### src/rtl/ysyx_bus_arb.sv
// Two-master (IFU fetch, LSU load/store) to one-slave memory bus arbiter and sequencer.
// Grants and latches one request at a time, steers store lanes, and aligns/extends load data.
//
// state | meaning
// IDLE  | no transaction; arbitrate between IFU and LSU
// REQ   | bus_valid high, latched request held until bus_ready
// WAIT  | request accepted, waiting for the matching response
// DONE  | one-cycle response pulse to the owner
module ysyx_bus_arb #(
    parameter int BIT_W        = 32,
    parameter int STARVE_LIMIT = 4
) (
    input  logic             clk,
    input  logic             rst,
    input  logic             ifu_avalid,
    input  logic [BIT_W-1:0] ifu_addr,
    output logic             ifu_rvalid,
    output logic [31:0]      ifu_rdata,
    input  logic             flush,
    input  logic             lsu_avalid,
    input  logic             lsu_ren,
    input  logic             lsu_wen,
    input  logic [BIT_W-1:0] lsu_addr,
    input  logic [BIT_W-1:0] lsu_wdata,
    input  logic [1:0]       lsu_size,
    input  logic             lsu_sext,
    output logic             lsu_rvalid,
    output logic             lsu_wready,
    output logic [BIT_W-1:0] lsu_rdata,
    output logic             bus_valid,
    output logic             bus_we,
    output logic [BIT_W-1:0] bus_addr,
    output logic [31:0]      bus_wdata,
    output logic [3:0]       bus_wstrb,
    input  logic             bus_ready,
    input  logic             bus_rvalid,
    input  logic             bus_bvalid,
    input  logic [31:0]      bus_rdata
);

    localparam int SW = $clog2(STARVE_LIMIT + 1);

    typedef enum logic [1:0] {S_IDLE, S_REQ, S_WAIT, S_DONE} state_t;

    state_t           state_q, state_d;
    logic             owner_lsu_q, owner_lsu_d;
    logic [SW-1:0]    streak_q, streak_d;
    logic             kill_q, kill_d;
    logic             we_q, we_d;
    logic [BIT_W-1:0] addr_q, addr_d;
    logic [31:0]      wdata_q, wdata_d;
    logic [3:0]       wstrb_q, wstrb_d;
    logic [1:0]       size_q, size_d;
    logic             sext_q, sext_d;
    logic             ifu_rvalid_q, ifu_rvalid_d;
    logic             lsu_rvalid_q, lsu_rvalid_d;
    logic             lsu_wready_q, lsu_wready_d;
    logic [31:0]      ifu_rdata_q, ifu_rdata_d;
    logic [BIT_W-1:0] lsu_rdata_q, lsu_rdata_d;

    logic        resp;
    logic        lsu_req;
    logic        ifu_win;
    logic        finish;
    logic [3:0]  strb_base;
    logic [3:0]  st_strb;
    logic [31:0] st_wdata;
    logic [31:0] ld_shift;
    logic [31:0] ld_val;

    always_comb begin
        state_d      = state_q;
        owner_lsu_d  = owner_lsu_q;
        streak_d     = streak_q;
        kill_d       = kill_q;
        we_d         = we_q;
        addr_d       = addr_q;
        wdata_d      = wdata_q;
        wstrb_d      = wstrb_q;
        size_d       = size_q;
        sext_d       = sext_q;
        ifu_rvalid_d = 1'b0;
        lsu_rvalid_d = 1'b0;
        lsu_wready_d = 1'b0;
        ifu_rdata_d  = ifu_rdata_q;
        lsu_rdata_d  = lsu_rdata_q;
        finish       = 1'b0;

        resp    = we_q ? bus_bvalid : bus_rvalid;
        lsu_req = lsu_avalid && (lsu_ren || lsu_wen);
        ifu_win = ifu_avalid && !flush && (!lsu_req || streak_q == SW'(STARVE_LIMIT));

        case (lsu_size)
            2'd0:    strb_base = 4'b0001;
            2'd1:    strb_base = 4'b0011;
            default: strb_base = 4'b1111;
        endcase
        st_strb  = strb_base << lsu_addr[1:0];
        st_wdata = 32'(lsu_wdata) << {lsu_addr[1:0], 3'b000};

        // the low address bits of the latched request double as the load lane offset
        ld_shift = bus_rdata >> {addr_q[1:0], 3'b000};
        case (size_q)
            2'd0:    ld_val = sext_q ? {{24{ld_shift[7]}}, ld_shift[7:0]}
                                     : {24'b0, ld_shift[7:0]};
            2'd1:    ld_val = sext_q ? {{16{ld_shift[15]}}, ld_shift[15:0]}
                                     : {16'b0, ld_shift[15:0]};
            default: ld_val = ld_shift;
        endcase

        case (state_q)
            S_IDLE: begin
                if (ifu_win) begin
                    state_d     = S_REQ;
                    owner_lsu_d = 1'b0;
                    streak_d    = '0;
                    we_d        = 1'b0;
                    addr_d      = ifu_addr;
                    wdata_d     = '0;
                    wstrb_d     = '0;
                    size_d      = 2'd2;
                    sext_d      = 1'b0;
                end else if (lsu_req) begin
                    state_d     = S_REQ;
                    owner_lsu_d = 1'b1;
                    if (ifu_avalid && streak_q != SW'(STARVE_LIMIT))
                        streak_d = streak_q + SW'(1);
                    we_d        = lsu_wen;
                    addr_d      = lsu_addr;
                    wdata_d     = lsu_wen ? st_wdata : '0;
                    wstrb_d     = lsu_wen ? st_strb : '0;
                    size_d      = lsu_size;
                    sext_d      = lsu_sext;
                end
            end
            S_REQ: begin
                if (!owner_lsu_q && flush) kill_d = 1'b1;
                if (bus_ready) begin
                    if (resp) finish = 1'b1;
                    else      state_d = S_WAIT;
                end
            end
            S_WAIT: begin
                if (!owner_lsu_q && flush) kill_d = 1'b1;
                if (resp) finish = 1'b1;
            end
            default: begin
                state_d = S_IDLE;
                kill_d  = 1'b0;
            end
        endcase

        if (finish) begin
            state_d = S_DONE;
            if (owner_lsu_q) begin
                if (we_q) begin
                    lsu_wready_d = 1'b1;
                end else begin
                    lsu_rvalid_d = 1'b1;
                    lsu_rdata_d  = BIT_W'(ld_val);
                end
            end else if (!(kill_q || flush)) begin
                ifu_rvalid_d = 1'b1;
                ifu_rdata_d  = bus_rdata;
            end
        end
    end

    always_ff @(posedge clk or negedge rst) begin
        if (!rst) begin
            state_q      <= S_IDLE;
            owner_lsu_q  <= 1'b0;
            streak_q     <= '0;
            kill_q       <= 1'b0;
            we_q         <= 1'b0;
            addr_q       <= '0;
            wdata_q      <= '0;
            wstrb_q      <= '0;
            size_q       <= '0;
            sext_q       <= 1'b0;
            ifu_rvalid_q <= 1'b0;
            lsu_rvalid_q <= 1'b0;
            lsu_wready_q <= 1'b0;
            ifu_rdata_q  <= '0;
            lsu_rdata_q  <= '0;
        end else begin
            state_q      <= state_d;
            owner_lsu_q  <= owner_lsu_d;
            streak_q     <= streak_d;
            kill_q       <= kill_d;
            we_q         <= we_d;
            addr_q       <= addr_d;
            wdata_q      <= wdata_d;
            wstrb_q      <= wstrb_d;
            size_q       <= size_d;
            sext_q       <= sext_d;
            ifu_rvalid_q <= ifu_rvalid_d;
            lsu_rvalid_q <= lsu_rvalid_d;
            lsu_wready_q <= lsu_wready_d;
            ifu_rdata_q  <= ifu_rdata_d;
            lsu_rdata_q  <= lsu_rdata_d;
        end
    end

    assign bus_valid  = (state_q == S_REQ);
    assign bus_we     = we_q;
    assign bus_addr   = {addr_q[BIT_W-1:2], 2'b00};
    assign bus_wdata  = wdata_q;
    assign bus_wstrb  = wstrb_q;
    assign ifu_rvalid = ifu_rvalid_q;
    assign ifu_rdata  = ifu_rdata_q;
    assign lsu_rvalid = lsu_rvalid_q;
    assign lsu_wready = lsu_wready_q;
    assign lsu_rdata  = lsu_rdata_q;

endmodule
### config.mk
export PLATFORM = sky130hd
export DESIGN_NAME = ysyx_bus_arb
export DESIGN_NICKNAME = d
export VERILOG_FILES = /design/src/rtl/ysyx_bus_arb.sv
export SDC_FILE = /design/constraint.sdc
export NUM_CORES = 1
export LEC_CHECK = 0
export BUFFER_PORTS_ARGS = -buffer_cell sky130_fd_sc_hd__buf_2
export CORE_MARGIN = 2
export CORE_UTILIZATION = 35
export CTS_CLUSTER_DIAMETER = 120
export DETAILED_ROUTE_END_ITERATION = 10
export PLACE_DENSITY = 0.61
export SYNTH_ARGS = -nofsm -noshare
export SYNTH_HDL_FRONTEND = slang
export SYNTH_SLANG_ARGS = --single-unit
### constraint.sdc
create_clock -name clk -period 2.2 [get_ports clk]
set_clock_uncertainty 0.15 [all_clocks]
set_input_delay 0.11 -clock clk [delete_from_list [all_inputs] [get_ports clk]]
set_output_delay 0.11 -clock clk [all_outputs]
set_load 0.02 [all_outputs]
Yosys cells after proc, flatten, opt, wreduce, memory -nomap -nowiden

Cells that the tools add are included.

Bits of input ports: 141
Output and inout port bits: 137
Word-level logic and storage cells: 101
Register bits after elaboration: 146

Shifts and indexed selects: 3
Bitwise gates (word level): 4
Equality and inequality tests: 11
Multiplexer cells: 44
Add/subtract/negate cells: 1
Reduce and logical (&&, ||, !) cells: 23

Operators by type and width:

| cell                                                 | number |
|---|---|
| 2-to-1 mux 32 bit                                    | 7 |
| one-hot mux 32 bit (2 select lines)                  | 1 |
| left shift 32 x 5 -> 32 bit                          | 1 |
| right shift 32 x 5 -> 32 bit                         | 1 |
| 2-to-1 mux 1 bit                                     | 19 |
| 2-to-1 mux 2 bit                                     | 7 |
| 2-to-1 mux 4 bit                                     | 3 |
| 2-to-1 mux 3 bit                                     | 3 |
| AND reduction 3 bit                                  | 3 |
| one-hot mux 4 bit (2 select lines)                   | 1 |
| equality test 2 x 1 -> 1 bit (second input constant) | 3 |
| zero test 2 bit                                      | 3 |
| one-hot mux 2 bit (3 select lines)                   | 1 |
| logical AND 1 bit                                    | 5 |
| inequality test 4 bit (second input constant)        | 1 |
| inverter 1 bit                                       | 4 |
| one-hot mux 1 bit (2 select lines)                   | 2 |
| AND reduction 2 bit                                  | 2 |
| AND reduction 4 bit                                  | 1 |
| nonzero test 2 bit                                   | 2 |
| left shift 4 x 2 -> 4 bit                            | 1 |
| adder 3 x 1 -> 3 bit (second input constant)         | 1 |
| equality test 3 bit (second input constant)          | 1 |
| zero test 1 bit                                      | 3 |
| 8 further kinds                                      | 10 |

Depth between registers and ports, before layout

Depth after elaboration: 8
Gate-level depth with buffers: 8
Gate-level depth less buffers: 6

Worst setup path before layout

Ideal clock, no wire load.

Path kind: register to register
Start point: register state_q[1]
End point: register ifu_rdata_q[0], in the netlist ifu_rdata[0]
Buffers on the path: 2
Cell stages (with the launch flop): 9
Data required time: 1925 ps
Arrival: 2060 ps
Period minus slack after synthesis: 2335 ps
Slack: -135 ps
Path through: dfrtp_1 > inv_1 > ha_1 > a21o_1 > nand3_2 > or4_1 > buf_2 > buf_6 > mux2_4

Word-level cells in the longest chain between the ends: 3
Elaborated cells on any way between the ends: 4
Those cells by class: eq/ne: 2; mux: 1; reduce/logical: 1

RTL lines:

| item                               | line | text |
|---|---|---|
| start: declaration                 | 45   | `state_t state_q, state_d;` |
| start signal: assignment           | 187  | `state_q <= state_d;` |
| equality test 2 x 1 -> 1 bit       | --   |  |
| net bus_valid                      | 30   | `output logic bus_valid,` |
| one-hot mux 1 bit (2 select lines) | 111  | `case (state_q)` |
| AND reduction 3 bit (no line)      | --   |  |
| end signal: assignment             | 200  | `ifu_rdata_q <= ifu_rdata_d;` |
| end: declaration                   | 58   | `logic [31:0] ifu_rdata_q, ifu_rdata_d;` |

The timed path passes the listed nets, and every way through them passes these cells.
A chain may end at the register's enable or synchronous reset.

Final worst setup path

Start point: register state_q[1]
End point: register ifu_rdata_q[6], in the netlist ifu_rdata[6]

Word-level cells in the longest chain between the ends: 3
Elaborated cells on any way between the ends: 4
Those cells by class: eq/ne: 2; mux: 1; reduce/logical: 1

RTL lines:

| item                                                                       | line |
|---|---|
| equality test 2 bit / equality test 2 x 1 -> 1 bit (equally long branches) | 111 |
| one-hot mux 1 bit (2 select lines) (*)                                     | 111 |
| AND reduction 3 bit (no line) (*)                                          | -- |

Mark *: on every way between the ends. The rest lies on a longest branch, timed or not.

==> flow_summary.json <==
{
  "slew_violations": 0,
  "fmax_mhz": 448,
  "synth_ff_type": "dfrtp_1",
  "maxCapViolCount": 0,
  "fin_crit_ns": 2.23,
  "area_growth_pct": 50.1,
  "drc_errors": 0,
  "antenna_left": 0,
  "synth_top_area_cell": "dfrtp_1",
  "grt_usage": 0.216,
  "rsz0062_at_grt": "true",
  "synth_cell_types": 41,
  "core_area_um2": 20200,
  "finalSetupViolations": 29,
  "holdWs_ns": 0.0197,
  "worstMarginPinSlew_ns": 0.825,
  "htreeDepth": 4,
  "cts_buffer_depth": 2,
  "die_h_um": 148,
  "drt_iter0_drc": 225,
  "grt_pass1_vias": 6956,
  "netlist_area_um2": 7230,
  "clk_pin_slew_ns": 0.07,
  "ys_seq_area_frac": 0.505,
  "num_vias": 6443,
  "wirelength_mm": 23.4,
  "grt_pass1_wl_mm": 37.0,
  "nNetsFinal": 1189,
  "ys_warn_count": 0,
  "cts_sinks": 146,
  "grt_max_degree": 81,
  "synth.most_common_cell": "dfrtp_1",
  "holdCritPathClass": "in2reg",
  "cts_made_buffers": 17,
  "synth-edff-count": 0,
  "critPathMaxFanout": 8,
  "synthTopCellsByCount": "dfrtp_1, nand2_1, mux2i_1, o21ai_0, nor2_1",
  "drive_gt1_frac": 0.381,
  "synthArstFlopShare": 1.00,
  "ioPinCount": 278,
  "power_mw": 13.9,
  "start_util": 0.357,
  "startpoint_type": "register",
  "avgSynthCellArea_um2": 11.0,
  "dr.pass1.iters": 4,
  "worst-path-buf-inv": 2,
  "final_hold_viol_count": 0,
  "wl_per_cell_um": 17.6,
  "violations": "setup timing",
  "arrival_ns": 2.39,
  "finalCritPeriodShare": 1.01,
  "syn_inst": 655,
  "hpwl_mm": 15.7,
  "timing.final.ws_setup_ns": -0.0327,
  "ys_top_cells_by_area": "dfrtp_1, mux2i_1, mux2_4",
  "cp-end-kind": "register",
  "worstSetupPathType": "reg2reg",
  "maxSlewHeadroom": 0.450,
  "antenna_found_initial": 1,
  "die_area_um2": 21800,
  "ctsRootBufferMaster": "clkbuf_16",
  "cts_tree": "yes",
  "status": "complete, but fails checks",
  "die_w_um": 148,
  "gp_congestion": 0.813,
  "clock_latency_ns": 0.42,
  "portBuffers": 275,
  "synth_top_area_frac": 0.505,
  "synth-seq-cells": 146,
  "rows": 52,
  "routed_via_density": 4.86,
  "crit_family": "simple AND/OR/NAND/NOR gates",
  "p_leak_nw": 5.67,
  "nFillCells": 1793,
  "powerDensity_nw_per_um2": 1290,
  "cp_slowest_cell": "or4_4",
  "slowest_delay_ns": 0.60,
  "irDropWorstVdd_mv": 0.615,
  "cp.required_ns": 2.35,
  "grt_overflow": 0,
  "path_cells": "inv_2, ha_4, a21o_1, nand3_2, or4_4, clkbuf_16, mux2_4"
}
metrics by stage:
| stage | setup WS [ns] | instances | utilization | instance area, um2 | TNS (ns) |
|---|---|---|---|---|---|
| after floorplan | 0.0107 | 656 | - | 7250 | 0 |
| after global placement | -0.0358 | 1157 | 0.437 | 8840 | -0.925 |
| after detailed placement | -0.0760 | 1157 | 0.437 | 8840 | -2.07 |
| after CTS | 0.0378 | 1319 | 0.531 | 10700 | 0 |
| after global routing | -0.0850 | 1326 | 0.536 | 10900 | -2.09 |
| final | -0.0327 | 1326 | 0.536 | 10900 | -0.360 |
per-layer routing:
layer  vias to the layer above  wire length (um)  GRT usage
met5                         -                 0          0
li1                       3072                 -          -
met3                        31              1580     0.0565
met1                      3091              9730      0.262
met4                         0               439     0.0702
met2                       249             11600      0.376
sequential cells by signal, summed over array words and instances (netlist names), 2 cells and up:
name       cells
streak_q       3
bus_wstrb      4
lsu_rdata     32
ifu_rdata     32
state_q        2
bus_wdata     32
size_q         2
addr_q        32
power by group:
| part | internal (mW) | leakage [nW] | switching, mW | total [mW] |
|---|---|---|---|---|
| logic | 2.77 | 3.54 | 3.71 | 6.48 |
| registers | 3.88 | 1.84 | 0.721 | 4.60 |
| clock network | 1.60 | 0.289 | 1.27 | 2.87 |
| total | 8.24 | 5.67 | 5.71 | 13.9 |
cells by family (layout without fill, tap and decap cells):
kind of cell	Yosys count	in the layout	synth area share
other cells	1	3	0.000519
simple gates	145	145	0.0886
buf+inv	84	483	0.0658
compound gates	161	161	0.152
fa+ha+maj	6	6	0.0104
mux	112	112	0.178
flops	146	146	0.505
tightest hold or removal path, delay by kind of cell:
family | cells | cell delay (ns)
buf+inv | 1 | 0.07
simple gates | 1 | 0.11
compound gates | 2 | 0.26
path summary, 6_finish.rpt:
| path | start | to | slack [ns] | cells past startpoint |
|---|---|---|---|---|
| max in group asynchronous | rst | bus_wdata[6] | 1.35 | 3 |
| hold reg to reg | bus_wstrb[2] | bus_wstrb[2] | 0.31 | 2 |
| setup / recovery | state_q[1] | ifu_rdata[6] | -0.03 | 7 |
| hold / removal | lsu_wdata[28] | bus_wdata[28] | 0.02 | 4 |
| setup reg to reg | state_q[1] | ifu_rdata[6] | -0.03 | 7 |
| min in group asynchronous | rst | ifu_rdata[9] | 0.09 | 3 |
layout make-up:
class / count / area [um2] / share of cell area
clock inverters: 15 / 145 / 0.0134
flip-flops and latches: 146 / 3650 / 0.337
repair buffers: 443 / 3100 / 0.285
well taps: 270 / 338 / 0.0311
multi-input cells: 426 / 3160 / 0.291
inverters: 8 / 30.0 / 0.00277
clock buffers: 17 / 425 / 0.0392
diodes: 1 / 2.50 / 0.000231
repair_timing:
item	4_1_cts	5_1_grt
setup buffers	0	4
endpoints found under the hold margin	268	0
cloned	1	2
gates resized for setup	2	7
pin swaps	0	4
setup endpoints to repair	32	40
hold buffers	129	0
layout by cell type, fill, tap and decap left out, types with 2 or more instances in the layout:
master / netlist / routed
buf_2: 14 / 274
inv_8: 0 / 3
conb_1: 1 / 2
a211o_1: 8 / 8
a2bb2oi_1: 24 / 24
clkinv_2: 0 / 4
a211oi_1: 7 / 7
buf_6: 3 / 2
ha_4: 0 / 3
buf_4: 32 / 30
o2bb2ai_1: 8 / 8
inv_1: 8 / 6
a22o_1: 11 / 11
a31oi_1: 2 / 2
a21o_1: 5 / 4
a32o_1: 8 / 8
mux2i_1: 70 / 70
inv_6: 0 / 7
ha_1: 6 / 3
nand2b_1: 3 / 3
nand4_1: 2 / 2
mux2_2: 12 / 12
mux2_4: 30 / 30
dfrtp_1: 146 / 146
buf_12: 0 / 6
or2_2: 2 / 2
nand2_1: 75 / 75
nand3b_1: 3 / 3
a21oi_1: 28 / 28
inv_2: 0 / 2
o21ai_0: 51 / 51
clkbuf_16: 0 / 19
dlygate4sd3_1: 0 / 128
nor2b_1: 19 / 19
nor2_1: 37 / 36
Note: power is estimated with default switching activity, not from simulation.
